$ cat config.mk
export PLATFORM = sky130hd
export DESIGN_NAME = instruction_fetch_unit
export DESIGN_NICKNAME = d
export VERILOG_FILES = /design/src/rtl/instruction_fetch_unit.sv
export SDC_FILE = /design/constraint.sdc
export NUM_CORES = 1
export LEC_CHECK = 0
export BUFFER_PORTS_ARGS = -buffer_cell sky130_fd_sc_hd__buf_4
export CAP_MARGIN = 15
export CORE_MARGIN = 2
export CORE_UTILIZATION = 45
export DETAILED_ROUTE_END_ITERATION = 12
export MAX_ROUTING_LAYER = met4
export PLACE_DENSITY = 0.71
export SYNTH_ARGS = -nofsm -noshare
export SYNTH_HDL_FRONTEND = slang
export SYNTH_SLANG_ARGS = --single-unit
$ cat constraint.sdc
create_clock -name clk -period 3.8 [get_ports clk]
set_clock_uncertainty 0.05 [all_clocks]
set_input_delay 0.76 -clock clk [delete_from_list [all_inputs] [get_ports clk]]
set_output_delay 0.76 -clock clk [all_outputs]
set_load 0.01 [all_outputs]
$ cat src/rtl/instruction_fetch_unit.sv
// Prefetch stage: forms segment:offset fetch addresses, reads instruction words over a
// req/ack port into a small FIFO, and hands them to decode over a valid/ready handshake.
module instruction_fetch_unit #(
  parameter int DATA_W    = 16,
  parameter int ADDR_W    = 20,
  parameter int SEG_SHIFT = 4,
  parameter int QDEPTH    = 4
) (
  input  logic                    clk,
  input  logic                    reset,
  input  logic [15:0]             ip_in,
  input  logic [15:0]             isr_in,
  input  logic                    redirect,
  input  logic [15:0]             redirect_ip,
  output logic                    mem_req,
  output logic [ADDR_W-1:0]       mem_addr,
  input  logic                    mem_ack,
  input  logic [DATA_W-1:0]       mem_rdata,
  output logic                    instr_valid,
  input  logic                    instr_ready,
  output logic [DATA_W-1:0]       instr_out,
  output logic [15:0]             instr_ip,
  output logic                    inc_ip,
  output logic                    update_count,
  output logic                    count_access,
  output logic [$clog2(QDEPTH):0] q_level
);

  localparam int PTR_W = $clog2(QDEPTH);
  localparam int LVL_W = PTR_W + 1;
  localparam int SUM_W = (16 + SEG_SHIFT > ADDR_W) ? 16 + SEG_SHIFT : ADDR_W;

  typedef enum logic [1:0] {ST_START, ST_IDLE, ST_REQ, ST_DISCARD} state_t;

  state_t            r_state;
  state_t            w_next_state;
  logic [15:0]       r_fetch_ip;
  logic [ADDR_W-1:0] r_hold_addr;
  logic [DATA_W-1:0] r_q_data [QDEPTH];
  logic [15:0]       r_q_ip   [QDEPTH];
  logic [PTR_W-1:0]  r_rd_ptr;
  logic [PTR_W-1:0]  r_wr_ptr;
  logic [LVL_W-1:0]  r_level;
  logic              r_count_access;

  logic [SUM_W-1:0]  w_sum;
  logic [ADDR_W-1:0] w_live_addr;
  logic              w_push;
  logic              w_pop;
  logic              w_space;

  assign w_sum       = SUM_W'({isr_in, {SEG_SHIFT{1'b0}}}) + SUM_W'(r_fetch_ip);
  assign w_live_addr = w_sum[ADDR_W-1:0];
  assign w_space     = (r_level < LVL_W'(QDEPTH));
  // Redirect wins: an ack that coincides with it is dropped, and no word is consumed.
  assign w_push      = (r_state == ST_REQ) && mem_ack && !redirect;
  assign w_pop       = instr_valid && instr_ready && !redirect;

  // NOTE: sequential state uses non-blocking assignments so every register samples pre-edge values.
  always_ff @(posedge clk or negedge reset) begin
    if (!reset) r_state <= ST_START;
    else        r_state <= w_next_state;
  end

  always_comb begin
    // NOTE: default assignment first so no path through the case leaves the value unassigned (no latch).
    w_next_state = r_state;
    case (r_state)
      ST_START:   w_next_state = ST_IDLE;
      ST_IDLE:    if (!redirect && w_space) w_next_state = ST_REQ;
      ST_REQ: begin
        if (mem_ack)       w_next_state = ST_IDLE;
        else if (redirect) w_next_state = ST_DISCARD;
      end
      ST_DISCARD: if (mem_ack) w_next_state = ST_IDLE;
      default:    w_next_state = ST_START;
    endcase
  end

  // A discarded request keeps presenting the address it was issued with.
  always_comb begin
    mem_req  = 1'b0;
    mem_addr = '0;
    case (r_state)
      ST_REQ: begin
        mem_req  = 1'b1;
        mem_addr = w_live_addr;
      end
      ST_DISCARD: begin
        mem_req  = 1'b1;
        mem_addr = r_hold_addr;
      end
      default: ;
    endcase
  end

  always_ff @(posedge clk or negedge reset) begin
    if (!reset) begin
      r_fetch_ip  <= '0;
      r_hold_addr <= '0;
    end else begin
      if (redirect)                  r_fetch_ip <= redirect_ip;
      else if (r_state == ST_START)  r_fetch_ip <= ip_in;
      else if (w_push)               r_fetch_ip <= r_fetch_ip + 16'd1;
      if (r_state == ST_REQ && redirect && !mem_ack) r_hold_addr <= w_live_addr;
    end
  end

  always_ff @(posedge clk or negedge reset) begin
    if (!reset) begin
      // NOTE: the queue storage is small and drives outputs directly, so it is reset to keep instr_out/instr_ip at 0.
      for (int i = 0; i < QDEPTH; i++) begin
        r_q_data[i] <= '0;
        r_q_ip[i]   <= '0;
      end
      r_rd_ptr <= '0;
      r_wr_ptr <= '0;
      r_level  <= '0;
    end else if (redirect) begin
      r_rd_ptr <= '0;
      r_wr_ptr <= '0;
      r_level  <= '0;
    end else begin
      if (w_push) begin
        r_q_data[r_wr_ptr] <= mem_rdata;
        r_q_ip[r_wr_ptr]   <= r_fetch_ip;
        r_wr_ptr           <= r_wr_ptr + PTR_W'(1);
      end
      if (w_pop) r_rd_ptr <= r_rd_ptr + PTR_W'(1);
      if (w_push && !w_pop)      r_level <= r_level + LVL_W'(1);
      else if (w_pop && !w_push) r_level <= r_level - LVL_W'(1);
    end
  end

  always_ff @(posedge clk or negedge reset) begin
    if (!reset) r_count_access <= 1'b0;
    else        r_count_access <= mem_req && mem_ack;
  end

  assign instr_valid  = (r_level != '0);
  assign instr_out    = r_q_data[r_rd_ptr];
  assign instr_ip     = r_q_ip[r_rd_ptr];
  assign inc_ip       = w_pop;
  assign update_count = w_pop;
  assign count_access = r_count_access;
  assign q_level      = r_level;

endmodule
==> flow_summary.yaml, run 1 <==
clock_network:
  numCtsBuffers: 17
  cts_tree: "yes"
  clk_pin_slew_ps: 70
  cts_resized: 0
  cts-hold-fix-buffers: 0
  cts_max_level: 4
  clockBufferDepth: 2
  root_buffer: "clkbuf_16"
  post-cts-setup-buffers: 0
  clock_latency_ps: 430
  cts_sinks: 174
sta:
  worstMarginPinSlew_ps: 988.9
  setup_viol: 0
  setup_tns_ps: 0
  rsz0062_at_grt: "no"
  hold_violations: 0
  slew_viol_final: 0
  whs_ps: 264.6
  period_share_pct: 97.50
  min_period_ps: 3705
  fmax_mhz: 269.9
  relSlewSlack_pct: 34.07
detailed_routing:
  wire_per_inst_um: 18.45
  drtIter0Drc: 346
  drc: 0
  dr.pass1.iters: 5
  ant_nets: 0
  drt_wl_total_um: 21300
  avgViaCountPerCell: 5.613
  routed-via-count: 6477
setup_path:
  r2r_slack_ps: 1030
  cp_max_fo: 6
  critical_path_required_ps: 2990
  path_class: "in2out"
  cp-end-kind: "primary output"
  crit_path_end: "mem_addr[16]"
  reg2reg_depth: 6
  critical_path.slowest_cell: "fa_1"
  regToRegEndpoint: "r_q_ip[5]"
  crit_path_max_incr_delay_ps: 410
  cp_cell_sequence: "buf_4 > ha_1 > fa_1 > a21oi_1 > o211ai_1 > and3_4 > or3_1 > a32o_1 > buf_4"
  worst_setup_path_start_kind: "primary input"
  critPathMostFrequentCell: "buf_4"
  reg2reg_from: "r_state[0]"
  arrival_ps: 2900
  cp-startpoint: "isr_in[0]"
floorplan:
  die_width_um: 146.3
  core_area_sq_um: 20040
  placementRows: 52
  dieArea_sq_um: 21420
  die_h_um: 146.3
  io-pin-count: 129
  initial_core_util_pct: 45.50
yosys:
  ys_seq_area_share_pct: 47.76
  synth-xor-area-share_pct: 2.305
  synth-async-reset-ratio_pct: 100.0
  synth_area_per_cell_sq_um: 12.12
  yosysUniqueCellTypes: 63
  synth_top_family_by_area: "multiplexers"
  synth_seq_cells: 174
  synth_top_area_share_pct: 47.76
  syn_inst: 752
  ys_warn_count: 0
  synthAdderAreaFrac_pct: 3.458
  synth_nets: 845
  synth_compound_area_share_pct: 8.755
  yosys.area.top_type: "dfrtp_1"
  synth_ff_type: "dfrtp_1"
  muxShareOfSynthArea_pct: 24.39
  synth_edf_count: 0
  synth-simple-area-share_pct: 10.18
  netlist_area_sq_um: 9117
  synthTopCellsByArea: "dfrtp_1 (48%), mux2_2 (16%), mux4_2 (7.9%)"
placement:
  gp_congestion: 0.8380
  dpl.hpwl_um: 14550
  io_buffers: 128
  placed_cells: 1121
run:
  max_cap_violations: 0
worst_hold_path:
  hold_class: "in2async"
final_layout:
  area_growth_pct: 21.42
  nets: 963
  layout-drive-gt1-share_pct: 40.66
  stdcell_count: 1154
  postLayoutCoreUtil_pct: 55.24
global_routing:
  grt_pass1_wl_um: 34570
  grt_max_degree: 66
  grt_pass1_vias: 6474
  antenna_found_initial: 1
  grt.total_usage_pct: 21.08
  gr-total-overflow: 0
pwr:
  leakagePower_nw: 5.168
  ir_drop_v: 0.0002957
  powerDensity_nw_per_um2: 672.4
  power_w: 0.007443
status:
  status: "finished clean"
[power breakdown]
part / leakage [nW] / internal, W / switching [W] / total, W
clock network: 0.314 / 0.00108 / 0.000795 / 0.00188
logic: 2.55 / 0.00148 / 0.00138 / 0.00286
registers: 2.30 / 0.00228 / 0.000429 / 0.00271
[cell usage in the layout, fill, tap and decap left out, drive strengths merged, types with 5 or more instances in the layout]
master | Yosys | layout
a21oi | 28 | 28
a22o | 12 | 12
and2 | 6 | 6
and3 | 8 | 8
buf | 33 | 151
clkbuf | 19 | 18
clkinv | 0 | 5
dfrtp | 174 | 174
ha | 22 | 22
inv | 14 | 20
mux2 | 129 | 129
mux2i | 5 | 5
mux4 | 32 | 32
nand2 | 78 | 78
nand2b | 6 | 6
nand3 | 15 | 15
nand4 | 5 | 5
nor2 | 18 | 18
nor2b | 5 | 5
nor3 | 10 | 10
o211ai | 9 | 9
o21ai | 26 | 26
or3 | 8 | 8
xnor2 | 16 | 16
xor2 | 8 | 8
[cell families (layout without fill, tap and decap cells)]
| kind of cell | count (synthesis) | count (layout) |
|---|---|---|
| DFF | 174 | 174 |
| muxes | 166 | 166 |
| other | 0 | 1 |
| and+or+nand+nor | 180 | 180 |
| adders and majority gates | 24 | 24 |
| xor gates and xnor gates | 24 | 24 |
| buffers and inverters | 66 | 197 |
| AOI/OAI and AO/OA | 118 | 118 |
[sequential cells by signal (all words and copies together), names as in the netlist]
name / cells
count_access: 1
q_level: 3
r_fetch_ip: 16
r_hold_addr: 20
r_q_data: 64
r_q_ip: 64
r_rd_ptr: 2
r_state: 2
r_wr_ptr: 2
[Yosys cell counts, types with 4 or more instances]
cell,count
mux2i_1,5
o21ai_0,25
nor2_1,18
mux4_2,32
nand3b_1,4
nor2b_1,5
a211oi_1,4
buf_2,23
inv_1,14
xor2_1,8
o22ai_1,4
xnor2_1,16
mux2_2,129
ha_1,22
dfrtp_1,174
o211ai_1,9
clkbuf_1,19
nor3_1,7
and2_1,6
nand2_1,78
nor3b_1,4
and3_1,7
nor4_1,4
o311ai_0,4
nand2b_1,6
nand4_1,5
or3_1,7
nand3_1,14
a21oi_1,28
a22o_1,12
buf_1,8
[per-layer routing]
metal  share of wire, %  track usage [%]  wire length (um)  up-vias
li1                   -                -                 -     3000
met1                 45            27.98              9565     3289
met2                 49            33.49             10490      167
met3                4.6            4.375               979       21
met4                1.2            5.291               257        0
met5                  0                -                 0        -
[worst max-delay path, delay by kind of cell]
family                   cells  cell delay (ps)
adder cells (fa/ha/maj)      2              650
AO/OA/AOI/OAI                3              670
AND/OR/NAND/NOR              2              560
buffers and inverters        2              250
[through the flow]
step                setup slack [ps]  instance area (sq um)
CTS                            69.20                  11060
floorplan                      420.8                   9117
global route                   2.393                  11070
finish                         94.93                  11070
global placement               141.1                  10420
detailed placement             123.0                  10420
[worst min-delay path by stage]
stage / from / to / slack (ps) / cells past startpoint
global route: reset / r_q_data[45] / 300 / 1
floorplan: r_q_ip[30] / r_q_ip[30] / 390 / 2
finish: reset / r_q_data[14] / 260 / 1
detailed placement: r_hold_addr[4] / r_hold_addr[4] / 410 / 2
CTS: reset / r_q_data[14] / 280 / 1
global placement: r_q_ip[62] / r_q_ip[62] / 410 / 2
[layout make-up]
class	instances	area, sq um
antenna	1	2.502
clock buffer	18	439.2
clock inverter	14	200.2
fill	1769	8969
inverter	14	52.55
multi-input combinational	512	4481
sequential	174	4358
tap	270	337.8
timing repair buffer	151	1200
(Power assumes the default switching activity.)
==> run 2, diff against run 1 <==
Settings changed: CORE_MARGIN 2 to not set, CORE_UTILIZATION 45 to 58, PLACE_DENSITY 0.71 to 0.81.
==> run 2 against run 1 <==
Effect of this change: fmax rose by 0.56%; sequential power is essentially flat; core utilization is 16 points higher; first-iteration DRC count up 6.1%; critical path depth fell by 1; largest cell class unchanged; combinational power is essentially flat; non-clock buffer count fell by 5; critical path type is now reg2out; setup slack improved by 21 ps; flip-flop and latch count unchanged; via count increased by 1.9%.
==> flow_summary.yaml, run 2 (synthesis gave the netlist of run 1 again) <==
pwr:
  power_frac_seq_pct: 37.8
  leakagePower_nw: 5.112
  p_clk_share_pct: 22.5
  power_frac_comb_pct: 39.7
  internal-power_w: 0.004655
  p_switching_w: 0.002587
  swShare_pct: 35.73
  ir_drop_v: 0.0003906
  powerDensity_nw_per_um2: 665.1
setup_path:
  reg2reg_from: "r_state[0]"
  worst_setup_path_start_kind: "flip-flop"
  critical_path_required_ps: 2990
  cp-startpoint: "r_fetch_ip[4]"
  arrival_ps: 2870
  cp-end-kind: "primary output"
  cp_max_fo: 6
  path_class: "reg2out"
run:
  max_cap_violations: 0
sta:
  fin_ws_ps: 115.5
  worstMarginPinSlew_ps: 1004
  relSlewSlack_pct: 33.04
  setup_viol: 0
  slew_viol_final: 0
  min_period_ps: 3684
  fmax_mhz: 271.4
  rsz0062_at_grt: "yes"
  period_share_pct: 96.96
  hold_violations: 0
floorplan:
  die_h_um: 127.4
  core_area_sq_um: 15260
  die_width_um: 127.4
  initial_core_util_pct: 59.75
  placementRows: 45
  io-pin-count: 129
  dieArea_sq_um: 16230
global_routing:
  grt_pass1_vias: 6700
  grt_pass1_wl_um: 34340
  grt_max_degree: 78
  antenna_found_initial: 0
  grt.total_usage_pct: 28.82
  gr-total-overflow: 0
final_layout:
  antenna_cells: 0
  layout-drive-gt1-share_pct: 40.32
  layout_commonest_cell: "dfrtp_1"
  regArea_sq_um: 4358
  largestRegisters: "r_q_data x64, r_q_ip x64, r_hold_addr x20"
  stdcell_count: 1089
  final_cell_mix: "dfrtp_1 (171), buf_4 (139), mux2_2 (129)"
  multi_input_area_sq_um: 4486
  nets: 958
  fillers: 1042
  area_growth_pct: 19.42
clock_network:
  cts-hold-fix-buffers: 0
  root_buffer: "clkbuf_16"
  cts_tree: "yes"
  numCtsBuffers: 17
  cts_max_level: 4
  cts_sinks: 174
  clock_latency_ps: 430
  clk_pin_slew_ps: 70
  clockBufferDepth: 2
detailed_routing:
  dr.pass1.iters: 5
  drtIter0Drc: 367
  ant_nets: 0
  routed-via-count: 6603
  wire_per_inst_um: 19.88
  drc: 0
  drt_wl_total_um: 21650
  avgViaCountPerCell: 6.063
worst_hold_path:
  hold_class: "in2async"
status:
  status: "finished clean"
placement:
  dpl.hpwl_um: 14590
  post-place-ws_ps: 127.4
  io_buffers: 128
  gp_congestion: 0.8259
  placed_cells: 1055
-- run 2: cell type report --
class                      count  area share (%)
clock buffer                  21           4.321
clock inverter                11          0.7584
timing repair buffer         146           10.79
inverter                      14          0.4826
sequential                   174           40.03
multi-input combinational    512           41.20
tap                          211           2.425
-- run 2: stage by stage --
stage                     utilization (%)  power [W]  instance area [sq um]  setup TNS [ps]  hold WS, ps
after detailed placement            67.55   0.005585                  10310               0        414.8
after floorplan                         -   0.004490                   9117               0        394.6
after global placement              67.55   0.005422                  10310               0        408.0
after CTS                           71.18   0.007235                  10860               0        297.4
final                               71.36   0.007242                  10890               0        279.4
after global routing                71.36   0.007644                  10890          -50.12        325.9
-- run 2: critical path: stages, from the launching register on --
cell and delay, ps:
dfrtp_2 440, ha_1 240, fa_1 430, a21oi_2 200, o211ai_1 150, and3_4 200
or3_1 360, a32o_1 280, buf_4 140
-- run 2: path summary, 6_finish.rpt --
path                            endpoint  cells after the start  slack (ps)
max                         mem_addr[16]                      8         120
min                           r_q_ip[49]                      1         280
max reg2reg                 r_q_data[14]                      6         790
min reg2reg                   r_q_ip[30]                      2         430
max in group asynchronous  r_fetch_ip[5]                      2        2510
min in group clk              r_q_ip[30]                      2         430
-- run 2: power by group through the flow --
stage / combinational, W / clock (W) / sequential (W)
2_1_floorplan: 0.00197 / 0 / 0.00252
3_3_place_gp: 0.00271 / 0 / 0.00271
3_5_place_dp: 0.00282 / 0 / 0.00277
4_1_cts: 0.00284 / 0.00165 / 0.00274
5_1_grt: 0.00312 / 0.00173 / 0.00280
6_report: 0.00287 / 0.00163 / 0.00274
-- run 2: what timing repair did --
action | 4_1_cts | 5_1_grt
gates resized for setup | 1 | 3
buffers inserted | 0 | 2
endpoints found under the setup margin | 2 | 7
-- run 2: routing by layer --
metal,vias to the layer above,wire (um),GRT usage (%)
li1,2990,-,-
met3,28,1153,6.323
met2,226,11240,49.28
met1,3359,8959,34.52
met4,0,298,7.913
met5,-,0,-
